`config.mk`:
```
export PLATFORM = sky130hd
export DESIGN_NAME = puck_motion_ctrl_flat
export DESIGN_NICKNAME = d
export VERILOG_FILES = /design/src/rtl/air_hockey_pkg.sv /design/src/rtl/puck_motion_ctrl_if.sv /design/src/rtl/puck_bounce.sv /design/src/rtl/puck_motion_ctrl.sv /design/src/flat_wrapper.sv
export SDC_FILE = /design/constraint.sdc
export NUM_CORES = 1
export LEC_CHECK = 0
export ABC_AREA = 1
export ABC_CLOCK_PERIOD_IN_PS = 2400
export CAP_MARGIN = 30
export CORE_MARGIN = 8
export CORE_UTILIZATION = 35
export CTS_CLUSTER_DIAMETER = 80
export DETAILED_ROUTE_END_ITERATION = 12
export PLACE_DENSITY = 0.58
export SLEW_MARGIN = 20
export SYNTH_ARGS = -nofsm -noshare
export SYNTH_HDL_FRONTEND = slang
export SYNTH_SLANG_ARGS = --single-unit
```
`constraint.sdc`:
```
create_clock -name clock -period 2.4 [get_ports clock]
set_input_delay 0.48 -clock clock [delete_from_list [all_inputs] [get_ports clock]]
set_output_delay 0.48 -clock clock [all_outputs]
set_load 0.01 [all_outputs]
```
`src/rtl/air_hockey_pkg.sv`:
```
// Shared types and constants for the air-hockey puck datapath.
// Optional goal feature is selected with the PUCK_GOAL_EN macro (see puck_motion_ctrl).
package air_hockey_pkg;

  localparam int SCREEN_W_DEF = 320;
  localparam int SCREEN_H_DEF = 240;

  localparam logic [2:0] COLOUR_WHITE = 3'b111;
  localparam logic [2:0] COLOUR_BLACK = 3'b000;

  typedef enum logic [1:0] {
    ST_WAIT   = 2'd0,
    ST_ERASE  = 2'd1,
    ST_UPDATE = 2'd2,
    ST_DRAW   = 2'd3
  } state_e;

  // Direction per axis: POS moves toward larger coordinates.
  typedef enum logic {
    DIR_POS = 1'b0,
    DIR_NEG = 1'b1
  } dir_e;

endpackage

```
`src/rtl/puck_motion_ctrl_if.sv`:
```
// Frame-tick input and plot-port/status bundle of the puck controller.
// Handshake: there is no backpressure. A frame request is accepted only when
// enable & frame_tick are both high while busy is low; otherwise it is dropped.
// Each cycle with plot=1 carries one pixel write (x_out, y_out, colour) that the
// frame buffer must take in that same cycle.
interface puck_motion_ctrl_if;
  import air_hockey_pkg::*;

  logic       enable;
  logic       frame_tick;
  logic [8:0] x_out;
  logic [7:0] y_out;
  logic [2:0] colour;
  logic       plot;
  logic       busy;
  logic       bounce;
  logic       score_l;
  logic       score_r;
  logic [8:0] puck_x;
  logic [7:0] puck_y;
  state_e     dbg_state;

  // Tick source / frame buffer side
  modport master (
    output enable, frame_tick,
    input  x_out, y_out, colour, plot, busy, bounce, score_l, score_r,
           puck_x, puck_y, dbg_state
  );

  // Puck controller side
  modport slave (
    input  enable, frame_tick,
    output x_out, y_out, colour, plot, busy, bounce, score_l, score_r,
           puck_x, puck_y, dbg_state
  );
endinterface

```
`src/rtl/puck_bounce.sv`:
```
// One axis of puck motion: step by STEP, reflecting off the 0 and limit walls.
// Arithmetic is 10-bit unsigned so pos+SIZE+STEP never wraps.
module puck_bounce
  import air_hockey_pkg::*;
#(
  parameter int PW   = 9,
  parameter int SIZE = 4,
  parameter int STEP = 1
) (
  input  logic [PW-1:0] i_pos,
  input  dir_e          i_dir,
  input  logic [9:0]    i_limit,
  output logic [PW-1:0] o_pos,
  output dir_e          o_dir,
  output logic          o_flip
);
  logic [9:0] w_pos10;
  assign w_pos10 = 10'(i_pos);

  // Next position and direction; clamps to the wall on a reflection
  always_comb begin
    o_pos  = PW'(w_pos10 + 10'(STEP));
    o_dir  = i_dir;
    o_flip = 1'b0;
    if (i_dir == DIR_POS) begin
      if (w_pos10 + 10'(SIZE) + 10'(STEP) > i_limit) begin
        o_dir  = DIR_NEG;
        o_pos  = PW'(i_limit - 10'(SIZE));
        o_flip = 1'b1;
      end
    end else begin
      if (w_pos10 < 10'(STEP)) begin
        o_dir  = DIR_POS;
        o_pos  = '0;
        o_flip = 1'b1;
      end else begin
        o_pos  = PW'(w_pos10 - 10'(STEP));
      end
    end
  end
endmodule

```
`src/rtl/puck_motion_ctrl.sv`:
```
// Per-frame puck sequencer: erase old box, step/reflect, redraw.
// Define PUCK_GOAL_EN to turn side-wall hits inside the goal mouth into scores.
module puck_motion_ctrl
  import air_hockey_pkg::*;
#(
  parameter int         SCREEN_W    = SCREEN_W_DEF,
  parameter int         SCREEN_H    = SCREEN_H_DEF,
  parameter int         SIZE        = 4,
  parameter int         STEP        = 1,
  parameter int         START_X     = 158,
  parameter int         START_Y     = 118,
  parameter logic [2:0] PUCK_COLOUR = COLOUR_WHITE,
  parameter logic [2:0] BG_COLOUR   = COLOUR_BLACK,
  parameter int         GOAL_Y0     = 90,
  parameter int         GOAL_Y1     = 149
) (
  input logic               clock,
  input logic               resetn,
  puck_motion_ctrl_if.slave bus
);
  localparam logic [1:0] S_WAIT   = ST_WAIT;
  localparam logic [1:0] S_ERASE  = ST_ERASE;
  localparam logic [1:0] S_UPDATE = ST_UPDATE;
  localparam logic [1:0] S_DRAW   = ST_DRAW;

  localparam int              LG       = $clog2(SIZE);
  localparam int              CNT_W    = 2 * LG;
  localparam logic [CNT_W-1:0] CNT_LAST = CNT_W'(SIZE * SIZE - 1);
  localparam logic [9:0]      LIM_X    = 10'(SCREEN_W);
  localparam logic [9:0]      LIM_Y    = 10'(SCREEN_H);

`ifdef PUCK_GOAL_EN
  localparam logic GOAL_EN = 1'b1;
`else
  localparam logic GOAL_EN = 1'b0;
`endif

  logic [1:0]       r_state;
  logic [CNT_W-1:0] r_cnt;
  logic [8:0]       r_puck_x;
  logic [7:0]       r_puck_y;
  dir_e             r_dir_x;
  dir_e             r_dir_y;
  logic [8:0]       r_x_out;
  logic [7:0]       r_y_out;
  logic [2:0]       r_colour;
  logic             r_plot;
  logic             r_busy;
  logic             r_bounce;
  logic             r_score_l;
  logic             r_score_r;

  logic [CNT_W-1:0] w_cnt_nxt;
  logic [8:0]       w_dx;
  logic [7:0]       w_dy;
  logic [8:0]       w_nx;
  logic [7:0]       w_ny;
  dir_e             w_dir_x;
  dir_e             w_dir_y;
  logic             w_flip_x;
  logic             w_flip_y;
  logic             w_in_mouth;
  logic             w_goal;
  logic [8:0]       w_new_x;
  logic [7:0]       w_new_y;

  puck_bounce #(.PW(9), .SIZE(SIZE), .STEP(STEP)) u_bounce_x (
    .i_pos(r_puck_x), .i_dir(r_dir_x), .i_limit(LIM_X),
    .o_pos(w_nx), .o_dir(w_dir_x), .o_flip(w_flip_x)
  );

  puck_bounce #(.PW(8), .SIZE(SIZE), .STEP(STEP)) u_bounce_y (
    .i_pos(r_puck_y), .i_dir(r_dir_y), .i_limit(LIM_Y),
    .o_pos(w_ny), .o_dir(w_dir_y), .o_flip(w_flip_y)
  );

  // Pixel offset inside the box for the next count value
  assign w_cnt_nxt = r_cnt + 1'b1;
  assign w_dx      = 9'(w_cnt_nxt[LG-1:0]);
  assign w_dy      = 8'(w_cnt_nxt[CNT_W-1:LG]);

  // Goal: a horizontal reflection with every box row inside the mouth
  assign w_in_mouth = (10'(r_puck_y) >= 10'(GOAL_Y0)) &&
                      (10'(r_puck_y) + 10'(SIZE - 1) <= 10'(GOAL_Y1));
  assign w_goal     = GOAL_EN && w_flip_x && w_in_mouth;
  assign w_new_x    = w_goal ? 9'(START_X) : w_nx;
  assign w_new_y    = w_goal ? 8'(START_Y) : w_ny;

  // Sequencer: state, position and all registered outputs
  always_ff @(posedge clock or negedge resetn) begin
    if (!resetn) begin
      r_state   <= S_WAIT;
      r_cnt     <= '0;
      r_puck_x  <= 9'(START_X);
      r_puck_y  <= 8'(START_Y);
      r_dir_x   <= DIR_POS;
      r_dir_y   <= DIR_POS;
      r_x_out   <= '0;
      r_y_out   <= '0;
      r_colour  <= '0;
      r_plot    <= 1'b0;
      r_busy    <= 1'b0;
      r_bounce  <= 1'b0;
      r_score_l <= 1'b0;
      r_score_r <= 1'b0;
    end else begin
      r_bounce  <= 1'b0;
      r_score_l <= 1'b0;
      r_score_r <= 1'b0;
      case (r_state)
        S_WAIT: begin
          if (bus.enable && bus.frame_tick) begin
            r_state  <= S_ERASE;
            r_cnt    <= '0;
            r_busy   <= 1'b1;
            r_plot   <= 1'b1;
            r_x_out  <= r_puck_x;
            r_y_out  <= r_puck_y;
            r_colour <= BG_COLOUR;
          end
        end
        S_ERASE: begin
          if (r_cnt == CNT_LAST) begin
            r_state <= S_UPDATE;
            r_plot  <= 1'b0;
          end else begin
            r_cnt   <= w_cnt_nxt;
            r_x_out <= r_puck_x + w_dx;
            r_y_out <= r_puck_y + w_dy;
          end
        end
        S_UPDATE: begin
          r_state   <= S_DRAW;
          r_cnt     <= '0;
          r_puck_x  <= w_new_x;
          r_puck_y  <= w_new_y;
          r_dir_x   <= w_dir_x;
          r_dir_y   <= w_dir_y;
          r_plot    <= 1'b1;
          r_x_out   <= w_new_x;
          r_y_out   <= w_new_y;
          r_colour  <= PUCK_COLOUR;
          r_bounce  <= (w_flip_x || w_flip_y) && !w_goal;
          r_score_l <= w_goal && (r_dir_x == DIR_POS);
          r_score_r <= w_goal && (r_dir_x == DIR_NEG);
        end
        S_DRAW: begin
          if (r_cnt == CNT_LAST) begin
            r_state <= S_WAIT;
            r_plot  <= 1'b0;
            r_busy  <= 1'b0;
          end else begin
            r_cnt   <= w_cnt_nxt;
            r_x_out <= r_puck_x + w_dx;
            r_y_out <= r_puck_y + w_dy;
          end
        end
        default: r_state <= S_WAIT;
      endcase
    end
  end

  assign bus.x_out     = r_x_out;
  assign bus.y_out     = r_y_out;
  assign bus.colour    = r_colour;
  assign bus.plot      = r_plot;
  assign bus.busy      = r_busy;
  assign bus.bounce    = r_bounce;
  assign bus.score_l   = r_score_l;
  assign bus.score_r   = r_score_r;
  assign bus.puck_x    = r_puck_x;
  assign bus.puck_y    = r_puck_y;
  assign bus.dbg_state = state_e'(r_state);
endmodule

```
`src/flat_wrapper.sv`:
```
// flat-port wrapper written by rule: the top's interface ports become plain ports
module puck_motion_ctrl_flat import air_hockey_pkg::*;
#(
  parameter int         SCREEN_W    = SCREEN_W_DEF,
  parameter int         SCREEN_H    = SCREEN_H_DEF,
  parameter int         SIZE        = 4,
  parameter int         STEP        = 1,
  parameter int         START_X     = 158,
  parameter int         START_Y     = 118,
  parameter logic [2:0] PUCK_COLOUR = COLOUR_WHITE,
  parameter logic [2:0] BG_COLOUR   = COLOUR_BLACK,
  parameter int         GOAL_Y0     = 90,
  parameter int         GOAL_Y1     = 149
)
  (clock, resetn, bus_enable, bus_frame_tick, bus_x_out, bus_y_out, bus_colour, bus_plot, bus_busy, bus_bounce, bus_score_l, bus_score_r, bus_puck_x, bus_puck_y, bus_dbg_state);
  puck_motion_ctrl_if bus_i ();
  input logic clock;
  input logic resetn;
  input wire logic [$bits(bus_i.enable)-1:0] bus_enable;
  input wire logic [$bits(bus_i.frame_tick)-1:0] bus_frame_tick;
  output wire logic [$bits(bus_i.x_out)-1:0] bus_x_out;
  output wire logic [$bits(bus_i.y_out)-1:0] bus_y_out;
  output wire logic [$bits(bus_i.colour)-1:0] bus_colour;
  output wire logic [$bits(bus_i.plot)-1:0] bus_plot;
  output wire logic [$bits(bus_i.busy)-1:0] bus_busy;
  output wire logic [$bits(bus_i.bounce)-1:0] bus_bounce;
  output wire logic [$bits(bus_i.score_l)-1:0] bus_score_l;
  output wire logic [$bits(bus_i.score_r)-1:0] bus_score_r;
  output wire logic [$bits(bus_i.puck_x)-1:0] bus_puck_x;
  output wire logic [$bits(bus_i.puck_y)-1:0] bus_puck_y;
  output wire logic [$bits(bus_i.dbg_state)-1:0] bus_dbg_state;
  assign bus_i.enable = bus_enable;
  assign bus_i.frame_tick = bus_frame_tick;
  assign bus_x_out = bus_i.x_out;
  assign bus_y_out = bus_i.y_out;
  assign bus_colour = bus_i.colour;
  assign bus_plot = bus_i.plot;
  assign bus_busy = bus_i.busy;
  assign bus_bounce = bus_i.bounce;
  assign bus_score_l = bus_i.score_l;
  assign bus_score_r = bus_i.score_r;
  assign bus_puck_x = bus_i.puck_x;
  assign bus_puck_y = bus_i.puck_y;
  assign bus_dbg_state = bus_i.dbg_state;
  puck_motion_ctrl #(.SCREEN_W(SCREEN_W), .SCREEN_H(SCREEN_H), .SIZE(SIZE), .STEP(STEP), .START_X(START_X), .START_Y(START_Y), .PUCK_COLOUR(PUCK_COLOUR), .BG_COLOUR(BG_COLOUR), .GOAL_Y0(GOAL_Y0), .GOAL_Y1(GOAL_Y1)) u_core (.clock(clock), .resetn(resetn), .bus(bus_i));
endmodule
```
## Word-level counts from Yosys, hierarchy flattened

Cells that the tools add are included.

| word-level totals | value |
|---|---|
| register bits | 48 |
| input port bits | 4 |
| output and inout bits | 44 |
| word-level logic and storage cells | 83 |

| cells by class | value |
|---|---|
| add/subtract/negate cells | 11 |
| order comparisons | 4 |
| equal/unequal tests | 9 |
| multiplexer cells | 36 |
| reductions and logical operators | 11 |

Operators by type and width:

| operator | number |
|---|---|
| two-way mux 9 bit | 5 |
| two-way mux 8 bit | 5 |
| case mux 9 bit (3 select lines) | 1 |
| case mux 8 bit (3 select lines) | 1 |
| two-way mux 1 bit | 13 |
| case mux 4 bit (3 select lines) | 1 |
| adder 10 x 1 -> 10 bit, second input constant | 1 |
| adder 9 x 1 -> 10 bit, second input constant | 1 |
| adder 9 x 3 -> 10 bit, second input constant | 1 |
| > comparator 10 x 8 -> 1 bit, second input constant | 1 |
| > comparator 10 x 9 -> 1 bit, second input constant | 1 |
| adder 8 x 3 -> 9 bit, second input constant | 1 |
| adder 9 x 1 -> 9 bit, second input constant | 1 |
| adder 9 x 2 -> 9 bit | 1 |
| < comparator 9 x 1 -> 1 bit, second input constant | 1 |
| subtractor 9 x 1 -> 9 bit, second input constant | 1 |
| adder 8 x 1 -> 8 bit, second input constant | 1 |
| adder 8 x 2 -> 8 bit | 1 |
| < comparator 8 x 1 -> 1 bit, second input constant | 1 |
| two-way mux 4 bit | 2 |
| inequality test 2 x 1 -> 1 bit, second input constant | 4 |
| case mux 2 bit (4 select lines) | 1 |
| subtractor 8 x 1 -> 8 bit, second input constant | 1 |
| two-way mux 2 bit | 3 |
| 16 further kinds | 21 |

## Depth between registers and ports, before layout

Gate-level depths: netlist of run 1.

| depth | value |
|---|---|
| depth in word-level cells | 7 |
| gate-level depth with buffers | 17 |
| depth with buffers taken out | 16 |

## By module

From an unflattened synthesis of run 1, not the netlist that was laid out.

| second synthesis, totals | value |
|---|---|
| cell total of the unflattened synthesis | 686 |
| area, all modules | 4650.7 µm² |

By module, submodules not included:

| module | times used | cells each | area an instance (µm²) | seq. area each (µm²) |
|---|---|---|---|---|
| puck_motion_ctrl | 1 | 341 | 2631.3 | 1163.6 |
| puck_bounce at u_core.u_bounce_x | 1 | 187 | 1057.3 | 0.0 |
| puck_bounce at u_core.u_bounce_y | 1 | 158 | 962.2 | 0.0 |

## Worst setup path after synthesis of run 1

OpenSTA, ideal clock, no wires.

| timing | value |
|---|---|
| path type | register to register |
| from | reg u_core.r_cnt[0] |
| to | reg u_core.r_y_out[6], in the netlist u_core.bus.y_out[6] |
| setup time | 0.117 ns |
| arrival | 2.024 ns |
| required time | 2.283 ns |
| path slack | 0.259 ns |
| stages on the path, launching flop included | 14 |
| buffers on the path | 0 |
| period minus slack after synthesis | 2.141 ns |
| cells stage by stage | dfrtp_1 > ha_1 > xor2_1 > ha_1 > inv_1 > fa_1 > nor2_1 > inv_1 > nor2_1 > nand2_1 > a31oi_1 > nand3_1 > nand2_1 > nand2_1 |

| between the ends | value |
|---|---|
| cells in the longest elaborated chain, start to end | 4 |
| elaborated cells on any way between the ends | 7 |
| those cells by class | 2 x add/sub; 2 x eq/ne; 2 x mux; 1 x reduce/logical |

RTL lines:

| element | line | text |
|---|---|---|
| start: declaration | puck_motion_ctrl.sv:39 | `logic [CNT_W-1:0] r_cnt;` |
| start signal: assignment | puck_motion_ctrl.sv:127 | `r_cnt <= w_cnt_nxt;` |
| start signal: assignment | puck_motion_ctrl.sv:153 | `r_cnt <= w_cnt_nxt;` |
| adder 4 x 1 -> 4 bit | puck_motion_ctrl.sv:78 | `assign w_cnt_nxt = r_cnt + 1'b1;` |
| adder 8 x 2 -> 8 bit | puck_motion_ctrl.sv:129, puck_motion_ctrl.sv:155 |  |
| two-way mux 8 bit | puck_motion_ctrl.sv:123, puck_motion_ctrl.sv:148 |  |
| case mux 8 bit (3 select lines) | puck_motion_ctrl.sv:110 | `case (r_state)` |
| end signal: assignment | puck_motion_ctrl.sv:118 | `r_y_out <= r_puck_y;` |
| end signal: assignment | puck_motion_ctrl.sv:129 | `r_y_out <= r_puck_y + w_dy;` |
| end signal: assignment | puck_motion_ctrl.sv:155 | `r_y_out <= r_puck_y + w_dy;` |
| end: declaration | puck_motion_ctrl.sv:45 | `logic [7:0] r_y_out;` |

Parallel ways exist; a longest one is shown, timed or not. The select of a mux whose other input is x is not followed.
A chain may end at the register's enable or synchronous reset.

## Final worst setup path of run 1

| timing | value |
|---|---|
| from | reg u_core.r_cnt[1] |
| to | reg u_core.r_y_out[6], in the netlist u_core.bus.y_out[6] |

Same word-level chain as after synthesis.

==> summary.txt, run 1 <==
Final layout
  • Ant diodes: 0
  • Most frequent cells in the layout: 163 x nand2_1, 44 x inv_1, 44 x clkdlybuf4s50_1
  • Most common cell after layout, fill and taps aside: nand2_1
  • Nets: about 600
  • Area added between synthesis and finish: 18.60%
  • Finished Core Util: between 40 and 50%
  • Share of cells above drive strength 1: 10.92%

Synthesis
  • Post-synth top area share: 24.53%
  • Post-synthesis register bit count: 46
  • Ranking of synthesized cells by area: dfrtp_1 25%, nand2_1 17%, dfstp_2 7.2%, ha_1 5.5%, nand3_1 5.2%
  • Sequential-to-total area share from yosys stat: between 30% and 40%
  • Synth warn: 0
  • Avg Inst Size Synth: roughly 7.0 sq um
  • Mapped Cells: 528
  • Syn Std Cell Area: approximately 3700 sq um
  • Post-synth cell types: 41
  • Yosys top cell by area: dfrtp_1

Detailed routing
  • DR vias/cell: around 5.1
  • Starting DRT DRC Count: 239
  • Post-Route WL: 10.32 mm
  • DRC viols: 0
  • Vias: roughly 3600
  • DR pass1 iterations: 5
  • Antenna viol nets, final: 0
  • WL/cell: roughly 15 um

STA
  • Final period utilization: 93.42%
  • RSZ-0062 raised after global routing: false
  • Setup violations, final: 0
  • Final TNS setup: 0 ns
  • Final max-slew violation count: 0
  • Relative max-transition margin: approximately two thirds
  • Worst Max-Slew Pin Slew: a little over 0.5 ns
  • Final hold vios: 0
  • Crit path time final: ~2.2 ns
  • Clk_skew: around 0.0094 ns
  • Fmax: between 0.4 and 0.5 GHz

GRT
  • Largest net degree at the start of global routing: 32
  • First-pass GRT wire length: between 15 and 20 mm
  • Gr ovfl total: 0
  • Vias in the first global route: ~3400
  • Tot GR Track Use: between 10 and 15%
  • Initial antenna violation count: 0

Clock tree
  • Inserted Clock Buffers: 5
  • Worst-Skew Late Latency: roughly 0.3 ns
  • CTS tree: built
  • Clock Tree Buf Depth: 2
  • # hold bufs at CTS: 0
  • PostCTS Resize Cnt: 0
  • Clock sinks: 46
  • Clk slew on worst S/H paths: 0.09 ns
  • Clock H-tree levels: 2
  • Post-CTS setup buffers: 0
  • Clock Tree Root: clkbuf_8

Power
  • PnR Total Power: ~5000 uW
  • Leak pwr: 0.002064 uW
  • Pwr/cell area: approximately 1100 nW/um^2
  • Maximum vdd drop: ~670 uV

Worst setup path
  • Nature of the critical path startpoint: flop
  • Setup Crit Path Kind: flop to flop
  • Critical Path End Type: flop
  • Crit path DAT: 2.44 ns
  • Crit-path max FO: 3
  • Req. time, crit path: roughly 2.6 ns

Floorplanning
  • DIE HEIGHT: around 120 um
  • Cell Rows: 37
  • Core ar.: just over 10000 sq um
  • Die area: between 10000 and 15000 sq um
  • # IOs: 48
  • Die width: ~120 um
  • Initial Util: between 30% and 40%

Placed design
  • GP Congestion: a little over 0.9
  • Hpwl dp: 7.790 mm
  • Port-buffer cells: 45

Hold path
  • Hold Path Class: input pin to async pin

Flow run
  • Max-cap violation count: 0

Status
  • Status: complete, no violations
stage by stage:
stage | setup WS, ns | hold WS (ns) | cell area [sq um] | instances
floorplan | 0.2592 | 0.1844 | 3676 | 529
global placement | 0.1381 | 0.4656 | 4250 | 696
detailed placement | 0.09775 | 0.4619 | 4250 | 696
finish | 0.1580 | 0.1359 | 4355 | 704
CTS | 0.06429 | 0.1532 | 4334 | 704
global route | 0.007066 | 0.1761 | 4355 | 704
layer usage:
layer | routed length, um | share of wire, % | GRT usage, %
met3 | 614 | 5.9 | 2.665
met1 | 4891 | 47 | 20.36
met5 | 0 | 0 | 0
met4 | 93 | 0.90 | 2.846
met2 | 4724 | 46 | 23.48
cell type report:
class | instances | area, sq um
tap | 136 | 170.2
sequential | 46 | 1165
clock inverter | 1 | 7.507
multi-input combinational | 408 | 2188
inverter | 52 | 197.7
timing repair buffer | 54 | 550.5
fill | 1124 | 5922
clock buffer | 7 | 76.32
registers in the layout (all words and copies together) (netlist names), 2 cells and up:
register,cells
u_core.bus.puck_x,9
u_core.bus.x_out,9
u_core.bus.puck_y,8
u_core.bus.y_out,8
u_core.r_cnt,4
u_core.bus.dbg_state,2
worst max-delay path, stage by stage (launching register included):
cell	delay (ns)
dfrtp_1	0.41
ha_2	0.22
xor2_2	0.16
ha_2	0.20
inv_1	0.05
fa_1	0.38
nor2_1	0.11
inv_1	0.07
nor2_2	0.12
nand2_1	0.06
a31oi_1	0.16
nand3_1	0.09
nand2_1	0.06
nand2_1	0.04
Yosys cell counts, drive strengths merged:
library cell  count
a31oi             4
nand3            40
o21ai            40
dfrtp            36
buf              17
o211ai            7
nand2           173
ha               16
clkbuf            6
o2bb2ai           1
or2               1
xnor2             1
a21oi            32
nor2             47
fa                2
nor3              5
conb              1
xor2             19
clkinv            2
nand3b            2
a2bb2oi           1
nor4              1
nand4             5
o22ai             5
a211oi            1
dfstp            10
a22oi             1
o21bai            2
inv              50
logic make-up after synthesis:
logic type,count (synthesis),synth area share [%]
flops,46,31.69
other cells,1,0.1021
xor+xnor,20,4.770
buf+inv,75,9.370
simple gates,274,33.25
compound gates,94,14.28
fa+ha+maj,18,6.542
power breakdown:
group | switching, uW | internal, uW
Sequential | 267 | 1070
Combinational | 1830 | 1290
Clock | 275 | 207
Total | 2370 | 2560
path summary, 6_finish.rpt:
check | cells after the start | endpoint | from | slack, ns
max reg2reg | 13 | u_core.bus.y_out[6] | u_core.r_cnt[1] | 0.16
max | 13 | u_core.bus.y_out[6] | u_core.r_cnt[1] | 0.16
min | 1 | u_core.bus.colour[1] | resetn | 0.14
min in group clock | 2 | u_core.bus.plot | u_core.bus.plot | 0.48
min reg2reg | 2 | u_core.bus.plot | u_core.bus.plot | 0.48
max in group asynchronous | 2 | u_core.bus.puck_y[5] | resetn | 1.66
No activity file was read; power rests on OpenSTA's default activity.
==> inputs of run 2 (changes only) <==
--- a/config.mk
+++ b/config.mk
@@ -10,6 +10,7 @@
 export CAP_MARGIN = 30
 export CORE_MARGIN = 8
 export CORE_UTILIZATION = 35
+export CTS_BUF_LIST = sky130_fd_sc_hd__clkbuf_4 sky130_fd_sc_hd__clkbuf_8
 export CTS_CLUSTER_DIAMETER = 80
 export DETAILED_ROUTE_END_ITERATION = 12
 export PLACE_DENSITY = 0.58
==> run 2 against run 1 <==
Effect of this change:
- non-clock buffer count unchanged
- clock-buffer cell count stayed put
- die area is the same
- routed wire length is 0.77% higher
- critical path type unchanged
- largest power group unchanged
==> summary.txt, run 2 (synthesized netlist as in run 1, its figures left out) <==
Final layout
  • Nets: 589 (unchanged)
  • Area added between synthesis and finish: 18.81% (was 18.60%)
  • Most frequent cells in the layout: 163 x nand2_1, 44 x inv_1, 44 x clkdlybuf4s50_1 (unchanged)
  • Multi-input logic area: 2188 sq um (unchanged)
  • Ant diodes: 0 (unchanged)
  • Share of cells above drive strength 1: 11.27% (was 10.92%)
  • Most common cell after layout, fill and taps aside: nand2_1 (unchanged)
  • Finished Core Util: 42.45% (was 42.38%)
  • Total area of sequential cells: 1165 sq um (unchanged)
  • # fillers: 1124 (unchanged)

Detailed routing
  • WL/cell: 14.78 um (was 14.66 um)
  • Vias: 3575 (was 3582)
  • Post-Route WL: 10.40 mm (was 10.32 mm)
  • DR pass1 iterations: 5 (unchanged)
  • Antenna viol nets, final: 0 (unchanged)
  • Starting DRT DRC Count: 239 (unchanged)
  • DRC viols: 0 (unchanged)
  • DR vias/cell: 5.078 (was 5.088)

STA
  • Clk_skew: 0.01055 ns (was 0.009365 ns)
  • Final max-slew violation count: 0 (unchanged)
  • Fmax: 0.4455 GHz (was 0.4460 GHz)
  • Worst Max-Slew Pin Slew: 0.5285 ns (was 0.5117 ns)
  • Final TNS setup: 0 ns (unchanged)
  • WHS: 0.1338 ns (was 0.1359 ns)
  • Crit path time final: 2.245 ns (was 2.242 ns)
  • Final hold vios: 0 (unchanged)
  • Setup violations, final: 0 (unchanged)
  • Final period utilization: 93.53% (was 93.42%)
  • RSZ-0062 raised after global routing: false (unchanged)
  • Relative max-transition margin: 64.77% (was 65.89%)

Worst setup path
  • R2R cell count: 13 (unchanged)
  • Crit-path max FO: 3 (unchanged)
  • Worst reg-to-reg setup slack: 0.16 ns (about the same)
  • CP dominant cell by count: nand2_1 (unchanged)
  • WP buf/inv: 2 (unchanged)
  • Crit-path cells: ha_2, xor2_2, ha_2, inv_1, fa_1, nor2_1, inv_1, nor2_2, nand2_1, a31oi_1, nand3_1, nand2_1, nand2_1 (unchanged)
  • Crit path DAT: 2.45 ns (was 2.44 ns)
  • Critical Path End Type: flop (unchanged)
  • Setup Crit Path Kind: flop to flop (unchanged)
  • CP Depth: 13 (unchanged)
  • Nature of the critical path startpoint: flop (unchanged)
  • Req. time, crit path: 2.60 ns (was 2.59 ns)
  • Slowest cell on crit path: dfrtp_1 (unchanged)
  • Largest stage delay on the critical path: 0.41 ns (about the same)
  • Crit-path leading delay family: adder cells (unchanged)

Power
  • Pwr/cell area: 1138 nW/um^2 (was 1132 nW/um^2)
  • Maximum vdd drop: 668.5 uV (was 668.1 uV)
  • PnR Total Power: 4966 uW (was 4928 uW)
  • Leak pwr: 0.002071 uW (was 0.002064 uW)

Clock tree
  • Clock sinks: 46 (unchanged)
  • Clock H-tree levels: 2 (unchanged)
  • Post-CTS setup buffers: 0 (unchanged)
  • Clk slew on worst S/H paths: 0.10 ns (was 0.09 ns)
  • PostCTS Resize Cnt: 0 (unchanged)
  • Worst-Skew Late Latency: 0.31 ns (was 0.30 ns)
  • Inserted Clock Buffers: 5 (unchanged)
  • Clock Tree Buf Depth: 2 (unchanged)
  • CTS tree: built (unchanged)
  • Clock Tree Root: clkbuf_8 (unchanged)
  • # hold bufs at CTS: 0 (unchanged)

Floorplanning
  • # IOs: 48 (unchanged)
  • DIE HEIGHT: 118.4 um (unchanged)
  • Initial Util: 35.73% (unchanged)
  • Core ar.: 10280 sq um (unchanged)
  • Cell Rows: 37 (unchanged)
  • Die area: 14030 sq um (unchanged)
  • Die width: 118.4 um (unchanged)

GRT
  • Largest net degree at the start of global routing: 32 (unchanged)
  • Gr ovfl total: 0 (unchanged)
  • Tot GR Track Use: 14.77% (was 14.69%)
  • First-pass GRT wire length: 17.52 mm (was 17.46 mm)
  • Initial antenna violation count: 0 (unchanged)
  • Vias in the first global route: 3433 (was 3431)

Hold path
  • Hold Path Class: input pin to async pin (unchanged)

Flow run
  • Max-cap violation count: 0 (unchanged)

Placed design
  • Port-buffer cells: 45 (unchanged)
  • Hpwl dp: 7.790 mm (unchanged)
  • GP Congestion: 0.9261 (unchanged)

Status
  • Status: complete, no violations (unchanged)
-- run 2: report_power, final --
part           switching [uW]  leakage, uW  internal [uW]  total (uW)
clock                     288    0.0000453            230         518
sequential                269     0.000564           1070        1340
combinational            1830      0.00146           1290        3110
total                    2380      0.00207           2580        4970
-- run 2: worst register-to-register path: cells and delay by family (launching register included) --
family | cells | cell delay (ns)
simple gates | 6 | 0.47
fa+ha+maj | 3 | 0.80
compound gates | 1 | 0.16
xor+xnor | 1 | 0.16
flops | 1 | 0.41
buf+inv | 2 | 0.12
-- run 2: final timing paths --
check | from | endpoint
worst max-delay path | u_core.r_cnt[1] | u_core.bus.y_out[6]
worst min-delay path | resetn | u_core.bus.y_out[1]
worst max register to register | u_core.r_cnt[1] | u_core.bus.y_out[6]
worst min register to register | u_core.bus.plot | u_core.bus.plot
max in group asynchronous | resetn | u_core.bus.puck_y[5]
min in group clock | u_core.bus.plot | u_core.bus.plot
-- run 2: per-stage QoR --
step           std cells  cell area (sq um)  worst slack, ns
2_1_floorplan        529               3676           0.2592
3_3_place_gp         696               4250           0.1381
3_5_place_dp         696               4250          0.09775
4_1_cts              704               4342          0.05804
5_1_grt              704               4363         0.006623
6_report             704               4363           0.1553
-- run 2: metal layers --
layer	vias up	track usage [%]	part of all wire (%)
met5	-	0	0
met4	0	3.320	0.81
met3	6	2.665	6.3
met2	110	23.48	46
met1	1675	20.42	47
li1	1784	-	-
-- run 2: final cells by class --
type	count	share of cell area (%)
clock buffer	7	1.921
timing repair buffer	54	12.62
clock inverter	1	0.1721
multi-input combinational	408	50.16
inverter	52	4.531
sequential	46	26.70
tap	136	3.900
==> inputs of run 3 (changes only) <==
--- a/config.mk
+++ b/config.mk
@@ -6,7 +6,7 @@
 export NUM_CORES = 1
 export LEC_CHECK = 0
 export ABC_AREA = 1
-export ABC_CLOCK_PERIOD_IN_PS = 2400
+export ABC_CLOCK_PERIOD_IN_PS = 2150
 export CAP_MARGIN = 30
 export CORE_MARGIN = 8
 export CORE_UTILIZATION = 35
==> constraint.sdc (replaced) <==
create_clock -name clock -period 2.15 [get_ports clock]
set_input_delay 0.43 -clock clock [delete_from_list [all_inputs] [get_ports clock]]
set_output_delay 0.43 -clock clock [all_outputs]
set_load 0.01 [all_outputs]
==> run 3 against run 2 <==
Effect of this change:
- first-iteration DRC count fell by 3.8%
- global-route usage up 0.17 points
- die area unchanged
- clock-buffer cell count fell by 1
- critical endpoint is now u_core.bus.x_out[8]
- largest power group unchanged
- highest routed layer unchanged
==> summary.txt, run 3 (synthesized netlist as in run 1, its figures left out) <==
Detailed routing
  • WL/cell: 14.67 um (was 14.78 um)
  • DRC viols: 0 (unchanged)
  • DR pass1 iterations: 5 (unchanged)
  • Antenna viol nets, final: 0 (unchanged)
  • DR vias/cell: 5.047 (was 5.078)
  • Post-Route WL: 10.68 mm (was 10.40 mm)
  • Vias: 3674 (was 3575)
  • Starting DRT DRC Count: 230 (was 239)

Worst setup path
  • Crit-path cells: buf_6, clkinvlp_4, fa_2, nor3_2, buf_4, nand2_2, o21ai_2, a31oi_2, nand3_1, nand2_1, nand2_1 (was ha_2, xor2_2, ha_2, inv_1, fa_1, nor2_1, inv_1, nor2_2, nand2_1, a31oi_1, nand3_1, nand2_1, nand2_1)
  • Req. time, crit path: 2.39 ns (was 2.60 ns)
  • Setup Crit Path Kind: flop to flop (unchanged)
  • Largest stage delay on the critical path: 0.60 ns (was 0.41 ns)
  • CP dominant cell by count: nand2_1 (unchanged)
  • Worst setup path start: u_core.bus.puck_x[1] (was u_core.r_cnt[1])
  • Crit path DAT: 2.36 ns (was 2.45 ns)
  • Nature of the critical path startpoint: flop (unchanged)
  • FF-to-FF Start: u_core.bus.puck_x[1] (was u_core.r_cnt[1])
  • Slowest cell on crit path: dfstp_2 (was dfrtp_1)
  • Crit-path max FO: 4 (was 3)
  • Critical Path End Type: flop (unchanged)

Floorplanning
  • Cell Rows: 37 (unchanged)
  • Initial Util: 35.73% (unchanged)
  • Core ar.: 10280 sq um (unchanged)
  • Die area: 14030 sq um (unchanged)
  • Die width: 118.4 um (unchanged)
  • DIE HEIGHT: 118.4 um (unchanged)
  • # IOs: 48 (unchanged)

STA
  • Final max-slew violation count: 0 (unchanged)
  • Setup violations, final: 0 (unchanged)
  • Fmax: 0.4722 GHz (was 0.4455 GHz)
  • Clk_skew: 0.01034 ns (was 0.01055 ns)
  • Final setup margin: 0.03215 ns (was 0.1553 ns)
  • Final hold vios: 0 (unchanged)
  • RSZ-0062 raised after global routing: true (was false)
  • Final period utilization: 98.50% (was 93.53%)
  • Crit path time final: 2.118 ns (was 2.245 ns)

Flow run
  • Max-cap violation count: 0 (unchanged)

Power
  • Maximum vdd drop: 729.7 uV (was 668.5 uV)
  • PnR Total Power: 5857 uW (was 4966 uW)
  • Pwr/cell area: 1264 nW/um^2 (was 1138 nW/um^2)
  • Leak pwr: 0.002188 uW (was 0.002071 uW)

GRT
  • Vias in the first global route: 3488 (was 3433)
  • First-pass GRT wire length: 17.61 mm (was 17.52 mm)
  • Tot GR Track Use: 14.94% (was 14.77%)
  • Initial antenna violation count: 0 (unchanged)
  • Largest net degree at the start of global routing: 32 (unchanged)
  • Gr ovfl total: 0 (unchanged)

Placed design
  • Dpl ws: -0.1550 ns (was 0.09775 ns)
  • Port-buffer cells: 45 (unchanged)
  • Post-placement cell count: 711 (was 696)
  • Placed cell area: 4350 sq um (was 4250 sq um)
  • Hpwl dp: 7.918 mm (was 7.790 mm)
  • GP Congestion: 0.8724 (was 0.9261)

Clock tree
  • Clock H-tree levels: 2 (unchanged)
  • Worst-Skew Late Latency: 0.30 ns (was 0.31 ns)
  • Clk slew on worst S/H paths: 0.09 ns (was 0.10 ns)
  • # hold bufs at CTS: 0 (unchanged)
  • Clock sinks: 46 (unchanged)
  • Clock Tree Root: clkbuf_8 (unchanged)
  • CTS tree: built (unchanged)
  • Inserted Clock Buffers: 5 (unchanged)
  • Clock Tree Buf Depth: 2 (unchanged)

Status
  • Status: complete, no violations (unchanged)

Final layout
  • Ant diodes: 0 (unchanged)
  • Share of cells above drive strength 1: 19.93% (was 11.27%)
  • Area added between synthesis and finish: 26.20% (was 18.81%)
  • Nets: 613 (was 589)
  • Most common cell after layout, fill and taps aside: nand2_1 (unchanged)
  • Final Instance Count excl. Fillers: 728 (was 704)
  • Most frequent cells in the layout: 155 x nand2_1, 44 x clkdlybuf4s50_1, 39 x inv_1 (was 163 x nand2_1, 44 x inv_1, 44 x clkdlybuf4s50_1)
  • # fillers: 1076 (was 1124)
  • Post-route cell area: 4634 sq um (was 4363 sq um)

Hold path
  • Hold Path Class: input pin to async pin (unchanged)
[run 3: changes by cell type in the layout (fill, tap and decap cells not counted), sizes merged]
cell	delta
buf	+24
clkinv	+2
clkbuf	-1
inv	-1
[run 3: repair_timing]
item                       CTS  global route
setup endpoints to repair    4            19
resized for setup            8            35
setup buffers                0             9
pin swaps                    4            13
[run 3: area by class of cell]
cell class	instances	area, sq um	area share [%]
Clock inverter	2	13.76	0.2970
Timing Repair Buffer	78	721.9	15.58
Multi-Input combinational cell	408	2285	49.30
Inverter	52	201.4	4.347
Sequential cell	46	1166	25.16
Tap cell	136	170.2	3.672
Clock buffer	6	76.32	1.647
[run 3: power breakdown]
group	switching [uW]	internal [uW]	total [uW]
combinational	2170	1640	3810
clock	311	243	554
sequential	302	1190	1490
total	2790	3070	5860
[run 3: final timing paths]
path                                        end  slack (ns)  cells after the start
setup / recovery            u_core.bus.x_out[8]        0.03                     11
hold / removal                  u_core.bus.busy        0.02                      1
setup reg to reg            u_core.bus.x_out[8]        0.03                     11
hold reg to reg             u_core.bus.x_out[8]        0.49                      2
max in group asynchronous  u_core.bus.puck_x[2]        1.51                      2
min in group clock          u_core.bus.x_out[8]        0.49                      2
[run 3: worst max-delay path: cells and delay by family, from the launching register on]
kind                     cells  cell delay, ns
flip-flops                   1            0.60
adder cells (fa/ha/maj)      1            0.42
buffers and inverters        3            0.40
AND/OR/NAND/NOR              5            0.40
AO/OA/AOI/OAI                2            0.22
[run 3: layer usage]
layer	wire [um]	up-vias	global-route usage, %	share of wire (%)
li1	-	1839	-	-
met1	5096	1719	20.95	48
met4	133	0	4.111	1.2
met5	0	-	0	0
met2	4766	107	22.81	45
met3	685	9	3.046	6.4
[run 3: stage by stage]
stage	setup TNS [ns]	hold WS (ns)	utilization [%]
after floorplan	0	0.1344	-
after global placement	-0.08737	0.3482	42.33
after detailed placement	-0.2448	0.3563	42.33
after CTS	0	0.01670	43.47
after global routing	-0.3808	0.02780	45.09
final	0	0.01514	45.09
